<file path="src/rtl/leaf_port_bridge.sv">
// leaf_port_bridge
//   Per-page adapter between leaf_interface word ports (vld/ack, PAYLOAD_BITS)
//   and an HLS kernel's AXI-stream ports (USER_BITS = PAYLOAD_BITS*USER_WORDS).
//   Input channels gather USER_WORDS words into one kernel beat; output channels
//   scatter one kernel beat into USER_WORDS words. Each channel buffers up to
//   FIFO_DEPTH beats. All ready/ack outputs depend only on registered state.
// Ports:
//   clk, reset (async, active-high), flush (sync clear of all channel state)
//   dout_leaf_interface2user / vld_interface2user / ack_user2interface : BFT->bridge words
//   user_in_tdata / user_in_tvalid / user_in_tready                     : bridge->kernel beats
//   user_out_tdata / user_out_tvalid / user_out_tready                  : kernel->bridge beats
//   din_leaf_user2interface / vld_user2interface / ack_interface2user   : bridge->BFT words
module leaf_port_bridge #(
  parameter int PAYLOAD_BITS  = 32,
  parameter int USER_WORDS    = 1,
  parameter int NUM_IN_PORTS  = 1,
  parameter int NUM_OUT_PORTS = 1,
  parameter int FIFO_DEPTH    = 4
) (
  input  logic                                         clk,
  input  logic                                         reset,
  input  logic [NUM_IN_PORTS*PAYLOAD_BITS-1:0]         dout_leaf_interface2user,
  input  logic [NUM_IN_PORTS-1:0]                      vld_interface2user,
  output logic [NUM_IN_PORTS-1:0]                      ack_user2interface,
  output logic [NUM_OUT_PORTS*PAYLOAD_BITS-1:0]        din_leaf_user2interface,
  output logic [NUM_OUT_PORTS-1:0]                     vld_user2interface,
  input  logic [NUM_OUT_PORTS-1:0]                     ack_interface2user,
  output logic [NUM_IN_PORTS*PAYLOAD_BITS*USER_WORDS-1:0]  user_in_tdata,
  output logic [NUM_IN_PORTS-1:0]                      user_in_tvalid,
  input  logic [NUM_IN_PORTS-1:0]                      user_in_tready,
  input  logic [NUM_OUT_PORTS*PAYLOAD_BITS*USER_WORDS-1:0] user_out_tdata,
  input  logic [NUM_OUT_PORTS-1:0]                     user_out_tvalid,
  output logic [NUM_OUT_PORTS-1:0]                     user_out_tready,
  input  logic                                         flush
);

  localparam int USER_BITS = PAYLOAD_BITS * USER_WORDS;
  localparam int IDX_W     = (USER_WORDS > 1) ? $clog2(USER_WORDS) : 1;
  localparam int PTR_W     = $clog2(FIFO_DEPTH);
  localparam int CNT_W     = PTR_W + 1;
  localparam logic [IDX_W-1:0] IDX_LAST = IDX_W'(USER_WORDS - 1);
  localparam logic [CNT_W-1:0] CNT_FULL = CNT_W'(FIFO_DEPTH);

  // ---------------------------------------------------------------- gather
  for (genvar i = 0; i < NUM_IN_PORTS; i++) begin : g_in
    logic [IDX_W-1:0]        idx_q, idx_d;
    logic [USER_BITS-1:0]    gather_q, gather_d;
    logic [USER_BITS-1:0]    mem_q [FIFO_DEPTH];
    logic [PTR_W-1:0]        wptr_q, wptr_d, rptr_q, rptr_d;
    logic [CNT_W-1:0]        cnt_q, cnt_d;
    logic [PAYLOAD_BITS-1:0] word_s;
    logic [USER_BITS-1:0]    beat_s;
    logic                    full_s, empty_s, last_s, ack_s, acc_s, push_s, pop_s;

    assign word_s  = dout_leaf_interface2user[i*PAYLOAD_BITS +: PAYLOAD_BITS];
    assign full_s  = (cnt_q == CNT_FULL);
    assign empty_s = (cnt_q == {CNT_W{1'b0}});
    assign last_s  = (idx_q == IDX_LAST);
    // Only the closing word of a beat needs FIFO space; ack is forced low in reset.
    assign ack_s   = ~reset & (~last_s | ~full_s);
    assign acc_s   = vld_interface2user[i] & ack_s & ~flush;
    assign push_s  = acc_s & last_s;
    assign pop_s   = ~empty_s & user_in_tready[i] & ~flush;

    assign ack_user2interface[i]                    = ack_s;
    assign user_in_tvalid[i]                        = ~empty_s;
    assign user_in_tdata[i*USER_BITS +: USER_BITS]  = mem_q[rptr_q];

    // Beat under assembly with the incoming word dropped into its slot.
    always_comb begin
      beat_s = gather_q;
      beat_s[idx_q*PAYLOAD_BITS +: PAYLOAD_BITS] = word_s;
    end

    // Next-state for word index, partial beat and FIFO bookkeeping.
    always_comb begin
      idx_d    = idx_q;
      gather_d = gather_q;
      wptr_d   = wptr_q;
      rptr_d   = rptr_q;
      cnt_d    = cnt_q;
      if (flush) begin
        idx_d    = {IDX_W{1'b0}};
        gather_d = {USER_BITS{1'b0}};
        wptr_d   = {PTR_W{1'b0}};
        rptr_d   = {PTR_W{1'b0}};
        cnt_d    = {CNT_W{1'b0}};
      end else begin
        if (acc_s) begin
          if (last_s) begin
            idx_d = {IDX_W{1'b0}};
          end else begin
            idx_d    = idx_q + 1'b1;
            gather_d = beat_s;
          end
        end else begin
          idx_d = idx_q;
        end
        if (push_s) begin
          wptr_d = wptr_q + 1'b1;
        end else begin
          wptr_d = wptr_q;
        end
        if (pop_s) begin
          rptr_d = rptr_q + 1'b1;
        end else begin
          rptr_d = rptr_q;
        end
        case ({push_s, pop_s})
          2'b10:   cnt_d = cnt_q + 1'b1;
          2'b01:   cnt_d = cnt_q - 1'b1;
          default: cnt_d = cnt_q;
        endcase
      end
    end

    // Channel state registers.
    always_ff @(posedge clk or posedge reset) begin
      if (reset) begin
        idx_q    <= {IDX_W{1'b0}};
        gather_q <= {USER_BITS{1'b0}};
        wptr_q   <= {PTR_W{1'b0}};
        rptr_q   <= {PTR_W{1'b0}};
        cnt_q    <= {CNT_W{1'b0}};
      end else begin
        idx_q    <= idx_d;
        gather_q <= gather_d;
        wptr_q   <= wptr_d;
        rptr_q   <= rptr_d;
        cnt_q    <= cnt_d;
      end
    end

    // Beat storage; contents are don't-care until the count covers them.
    always_ff @(posedge clk) begin
      if (push_s) begin
        mem_q[wptr_q] <= beat_s;
      end
    end
  end

  // --------------------------------------------------------------- scatter
  for (genvar j = 0; j < NUM_OUT_PORTS; j++) begin : g_out
    logic [IDX_W-1:0]     sidx_q, sidx_d;
    logic [USER_BITS-1:0] mem_q [FIFO_DEPTH];
    logic [USER_BITS-1:0] head_s;
    logic [PTR_W-1:0]     wptr_q, wptr_d, rptr_q, rptr_d;
    logic [CNT_W-1:0]     cnt_q, cnt_d;
    logic                 full_s, empty_s, last_s, rdy_s, push_s, wacc_s, pop_s;

    assign full_s  = (cnt_q == CNT_FULL);
    assign empty_s = (cnt_q == {CNT_W{1'b0}});
    assign last_s  = (sidx_q == IDX_LAST);
    assign rdy_s   = ~reset & ~full_s;
    assign push_s  = user_out_tvalid[j] & rdy_s & ~flush;
    assign wacc_s  = ~empty_s & ack_interface2user[j] & ~flush;
    // The head beat leaves only once its final word has been taken.
    assign pop_s   = wacc_s & last_s;
    assign head_s  = mem_q[rptr_q];

    assign user_out_tready[j]                                   = rdy_s;
    assign vld_user2interface[j]                                = ~empty_s;
    assign din_leaf_user2interface[j*PAYLOAD_BITS +: PAYLOAD_BITS] =
      head_s[sidx_q*PAYLOAD_BITS +: PAYLOAD_BITS];

    // Next-state for word index and FIFO bookkeeping.
    always_comb begin
      sidx_d = sidx_q;
      wptr_d = wptr_q;
      rptr_d = rptr_q;
      cnt_d  = cnt_q;
      if (flush) begin
        sidx_d = {IDX_W{1'b0}};
        wptr_d = {PTR_W{1'b0}};
        rptr_d = {PTR_W{1'b0}};
        cnt_d  = {CNT_W{1'b0}};
      end else begin
        if (wacc_s) begin
          if (last_s) begin
            sidx_d = {IDX_W{1'b0}};
            rptr_d = rptr_q + 1'b1;
          end else begin
            sidx_d = sidx_q + 1'b1;
          end
        end else begin
          sidx_d = sidx_q;
        end
        if (push_s) begin
          wptr_d = wptr_q + 1'b1;
        end else begin
          wptr_d = wptr_q;
        end
        case ({push_s, pop_s})
          2'b10:   cnt_d = cnt_q + 1'b1;
          2'b01:   cnt_d = cnt_q - 1'b1;
          default: cnt_d = cnt_q;
        endcase
      end
    end

    // Channel state registers.
    always_ff @(posedge clk or posedge reset) begin
      if (reset) begin
        sidx_q <= {IDX_W{1'b0}};
        wptr_q <= {PTR_W{1'b0}};
        rptr_q <= {PTR_W{1'b0}};
        cnt_q  <= {CNT_W{1'b0}};
      end else begin
        sidx_q <= sidx_d;
        wptr_q <= wptr_d;
        rptr_q <= rptr_d;
        cnt_q  <= cnt_d;
      end
    end

    // Beat storage.
    always_ff @(posedge clk) begin
      if (push_s) begin
        mem_q[wptr_q] <= user_out_tdata[j*USER_BITS +: USER_BITS];
      end
    end
  end

endmodule

</file>
<file path="config.mk">
export PLATFORM = sky130hd
export DESIGN_NAME = leaf_port_bridge
export DESIGN_NICKNAME = d
export VERILOG_FILES = /design/src/rtl/leaf_port_bridge.sv
export SDC_FILE = /design/constraint.sdc
export NUM_CORES = 1
export LEC_CHECK = 0
export CORE_MARGIN = 5
export CORE_UTILIZATION = 49
export CTS_CLUSTER_SIZE = 20
export DETAILED_ROUTE_END_ITERATION = 6
export PLACE_DENSITY = 0.75
export SKIP_CTS_REPAIR_TIMING = 1
export SYNTH_ARGS = -nofsm -noshare
export SYNTH_HDL_FRONTEND = slang
export SYNTH_SLANG_ARGS = --single-unit
</file>
<file path="constraint.sdc">
create_clock -name clk -period 2 [get_ports clk]
set_input_delay 0.4 -clock clk [delete_from_list [all_inputs] [get_ports clk]]
set_output_delay 0.4 -clock clk [all_outputs]
set_load 0.02 [all_outputs]
</file>
==> impl_metrics.env <==
export IMPL_status="complete, but fails checks"
export IMPL_violations="setup timing"
export IMPL_slowest_stage="mux4_2"
export IMPL_area_delta_synth_final_pct=32.5
export IMPL_layout_drive_gt1_share_pct=38.5
export IMPL_setup_ws_ns=-0.309
export IMPL_grt_pass1_wl_microns=29300
export IMPL_power_mw=14.7
export IMPL_post_route_period_util_pct=115
export IMPL_ys_warn_count=0
export IMPL_cp_max_fo=6
export IMPL_hold_viol_final=0
export IMPL_initial_core_util_pct=50.0
export IMPL_initialDrtViolationCount=318
export IMPL_synth_ff_type="edfxtp_1"
export IMPL_root_buffer="clkbuf_16"
export IMPL_critical_path_class="flop to primary output"
export IMPL_synthArstFlopShare_pct=5.19
export IMPL_hp_class="input pin to async pin"
export IMPL_synth_enable_flop_cells=256
export IMPL_syn_nets=516
export IMPL_coreArea_sq_mm=0.0204
export IMPL_synth_area_sq_mm=0.0102
export IMPL_finalMaxSlewViolations=0
export IMPL_maxCapViolations=0
export IMPL_worstSetupStartpointType="flop"
export IMPL_reg2reg_slack_ns=-0.08
export IMPL_syn_area_per_cell_sq_um=23.4
export IMPL_ant_nets=0
export IMPL_clkTransAtPathRegs_ns=0.06
export IMPL_synth_cell_type_count=26
export IMPL_cp_arrival_ns=1.91
export IMPL_whs_ns=0.357
export IMPL_cp_slowest_stage_delay_ns=0.52
export IMPL_drc=0
export IMPL_final_cells=937
export IMPL_grt_antenna_before_repair=2
export IMPL_synth_area_leaders="edfxtp_1, mux4_2, dfrtp_1, ha_1, nor2_1"
export IMPL_p_leak_nw=4.59
export IMPL_avgRoutedWirePerCell_microns=20.7
export IMPL_cts_made_buffers=27
export IMPL_wirelength_microns=19400
export IMPL_tns_ns=-16.22
export IMPL_die_x_microns=154
export IMPL_skew_ns=0.0129
export IMPL_end_kind="primary output"
export IMPL_post_place_cells=869
export IMPL_yosys_top_cells_count="edfxtp_1, mux4_2, nor2_1, dfrtp_1, buf_2"
export IMPL_layout_min_cycle_time_ns=2.31
export IMPL_yosysMostFrequentCell="edfxtp_1"
export IMPL_power_density_mw_per_mm2=1090
export IMPL_numPortBuffers=138
export IMPL_clock_latency_ns=0.53
export IMPL_die_h_microns=154
export IMPL_rsz0062_at_grt="yes"
export IMPL_diodes=0
export IMPL_cts_max_level=1
export IMPL_overflow=0
export IMPL_slew_headroom_pct=60.7
export IMPL_setup_viol_count_final=67
export IMPL_drt_first_pass_iters=4
export IMPL_fmax_mhz=433
export IMPL_nNetsFinal=729
export IMPL_grt_usage_pct=15.7
export IMPL_synth_seq_cells=270
export IMPL_io_pins=139
export IMPL_grt_max_degree=34
export IMPL_cts_tree="done"
export IMPL_ir_worst_vdd_mv=0.757
export IMPL_crit_path_cell_trace="buf_12 -> clkbuf_16 -> mux4_2 -> buf_6"
export IMPL_yosys_area_top_type_share_pct=75.5
export IMPL_die_area_sq_mm=0.0238
export IMPL_vias_per_cell=5.29
export IMPL_grt_pass1_vias=5393
export IMPL_cp_data_required_time_ns=1.60
export IMPL_clk_path_buf_depth=3
export IMPL_gp_congestion=0.726
export IMPL_cts_sinks=270
export IMPL_rows=52
export IMPL_worst_pin_slew_ns=0.589
export IMPL_synth_top_area_cell="edfxtp_1"
export IMPL_netlist_instances=435
export IMPL_hpwl_microns=12200
export IMPL_vias=4959
export IMPL_seq_area_frac_synth_pct=78.9
power breakdown:
group	switching (mW)	leakage (nW)	internal (mW)
combinational	1.52	1.68	1.83
clock	1.93	0.411	2.88
sequential	0.126	2.49	6.41
total	3.57	4.59	11.1
critical path: cells and delay by family (launching register included):
kind / cells / cell delay [ns]
muxes: 1 / 0.52
buffers and inverters: 3 / 0.46
DFF: 1 / 0.39
path summary, 6_finish.rpt:
kind	cells after the start	endpoint	startpoint
hold reg to reg	2	g_in[0].wptr_q[1]	g_in[0].wptr_q[1]
min in group clk	1	g_out[0].mem_q[2][6]	user_out_tdata[6]
setup / recovery	4	user_in_tdata[13]	g_in[0].rptr_q[0]
setup reg to reg	7	g_in[0].cnt_q[2]	g_in[0].cnt_q[1]
hold / removal	2	g_in[0].cnt_q[2]	reset
max in group asynchronous	2	g_out[0].rptr_q[0]	reset
routing by layer:
metal / share of wire [%] / wire [microns] / vias to the layer above / global-route usage (%)
met3: 8.8 / 1700 / 23 / 5.06
met5: 0.13 / 25 / - / 0
met1: 39 / 7490 / 2553 / 20.5
met2: 51 / 9950 / 156 / 26.5
met4: 1.0 / 202 / 4 / 2.90
li1: - / - / 2223 / -
state kept, by name (all words and copies together), names as in the netlist:
name,count
g_out.rptr_q,2
g_in.wptr_q,2
g_out.mem_q,128
g_in.mem_q,128
g_in.rptr_q,2
g_out.wptr_q,2
g_out.cnt_q,3
g_in.cnt_q,3
metrics by stage:
stage          setup WS, ns  cell area, sq um  util [%]
2_1_floorplan        0.0206             10200         -
3_3_place_gp         -0.377             12400      60.9
3_5_place_dp         -0.428             12400      60.9
4_1_cts              -0.737             13300      65.1
5_1_grt              -0.372             13500      66.3
6_report             -0.309             13500      66.3
cell usage in the layout, fill, tap and decap left out, types with 3 or more instances in the layout:
cell type | Yosys | final
bufinv_16 | 0 | 3
clkdlybuf4s50_1 | 0 | 70
dfrtp_2 | 0 | 5
mux4_2 | 64 | 64
nand2b_1 | 5 | 5
nor2b_1 | 6 | 4
buf_2 | 12 | 21
inv_1 | 5 | 5
clkinv_1 | 0 | 5
xnor2_1 | 4 | 4
clkbuf_1 | 6 | 9
buf_12 | 0 | 21
buf_4 | 0 | 34
clkbuf_16 | 0 | 29
dfrtp_1 | 14 | 9
mux2i_1 | 6 | 5
buf_6 | 0 | 49
nor2_1 | 18 | 17
edfxtp_1 | 256 | 256
ha_1 | 8 | 8
and2_2 | 0 | 8
nor3_2 | 2 | 3
kinds of logic after synthesis:
| family | count (synthesis) | share of synthesized area [%] |
|---|---|---|
| xor+xnor | 6 | 0.516 |
| buf+inv | 23 | 0.995 |
| mux | 74 | 15.2 |
| flops | 270 | 78.9 |
| simple gates | 48 | 2.65 |
| compound gates | 4 | 0.319 |
| fa+ha+maj | 10 | 1.38 |
layout make-up:
| cell class | instances | area [sq um] |
|---|---|---|
| clock inverters | 12 | 146 |
| inverters | 5 | 18.8 |
| clock buffers | 36 | 709 |
| well taps | 270 | 338 |
| multi-input cells | 142 | 2110 |
| fillers | 1272 | 6870 |
| flip-flops and latches | 270 | 8040 |
| repair buffers | 202 | 2140 |
No activity file was read; power rests on OpenSTA's default activity.
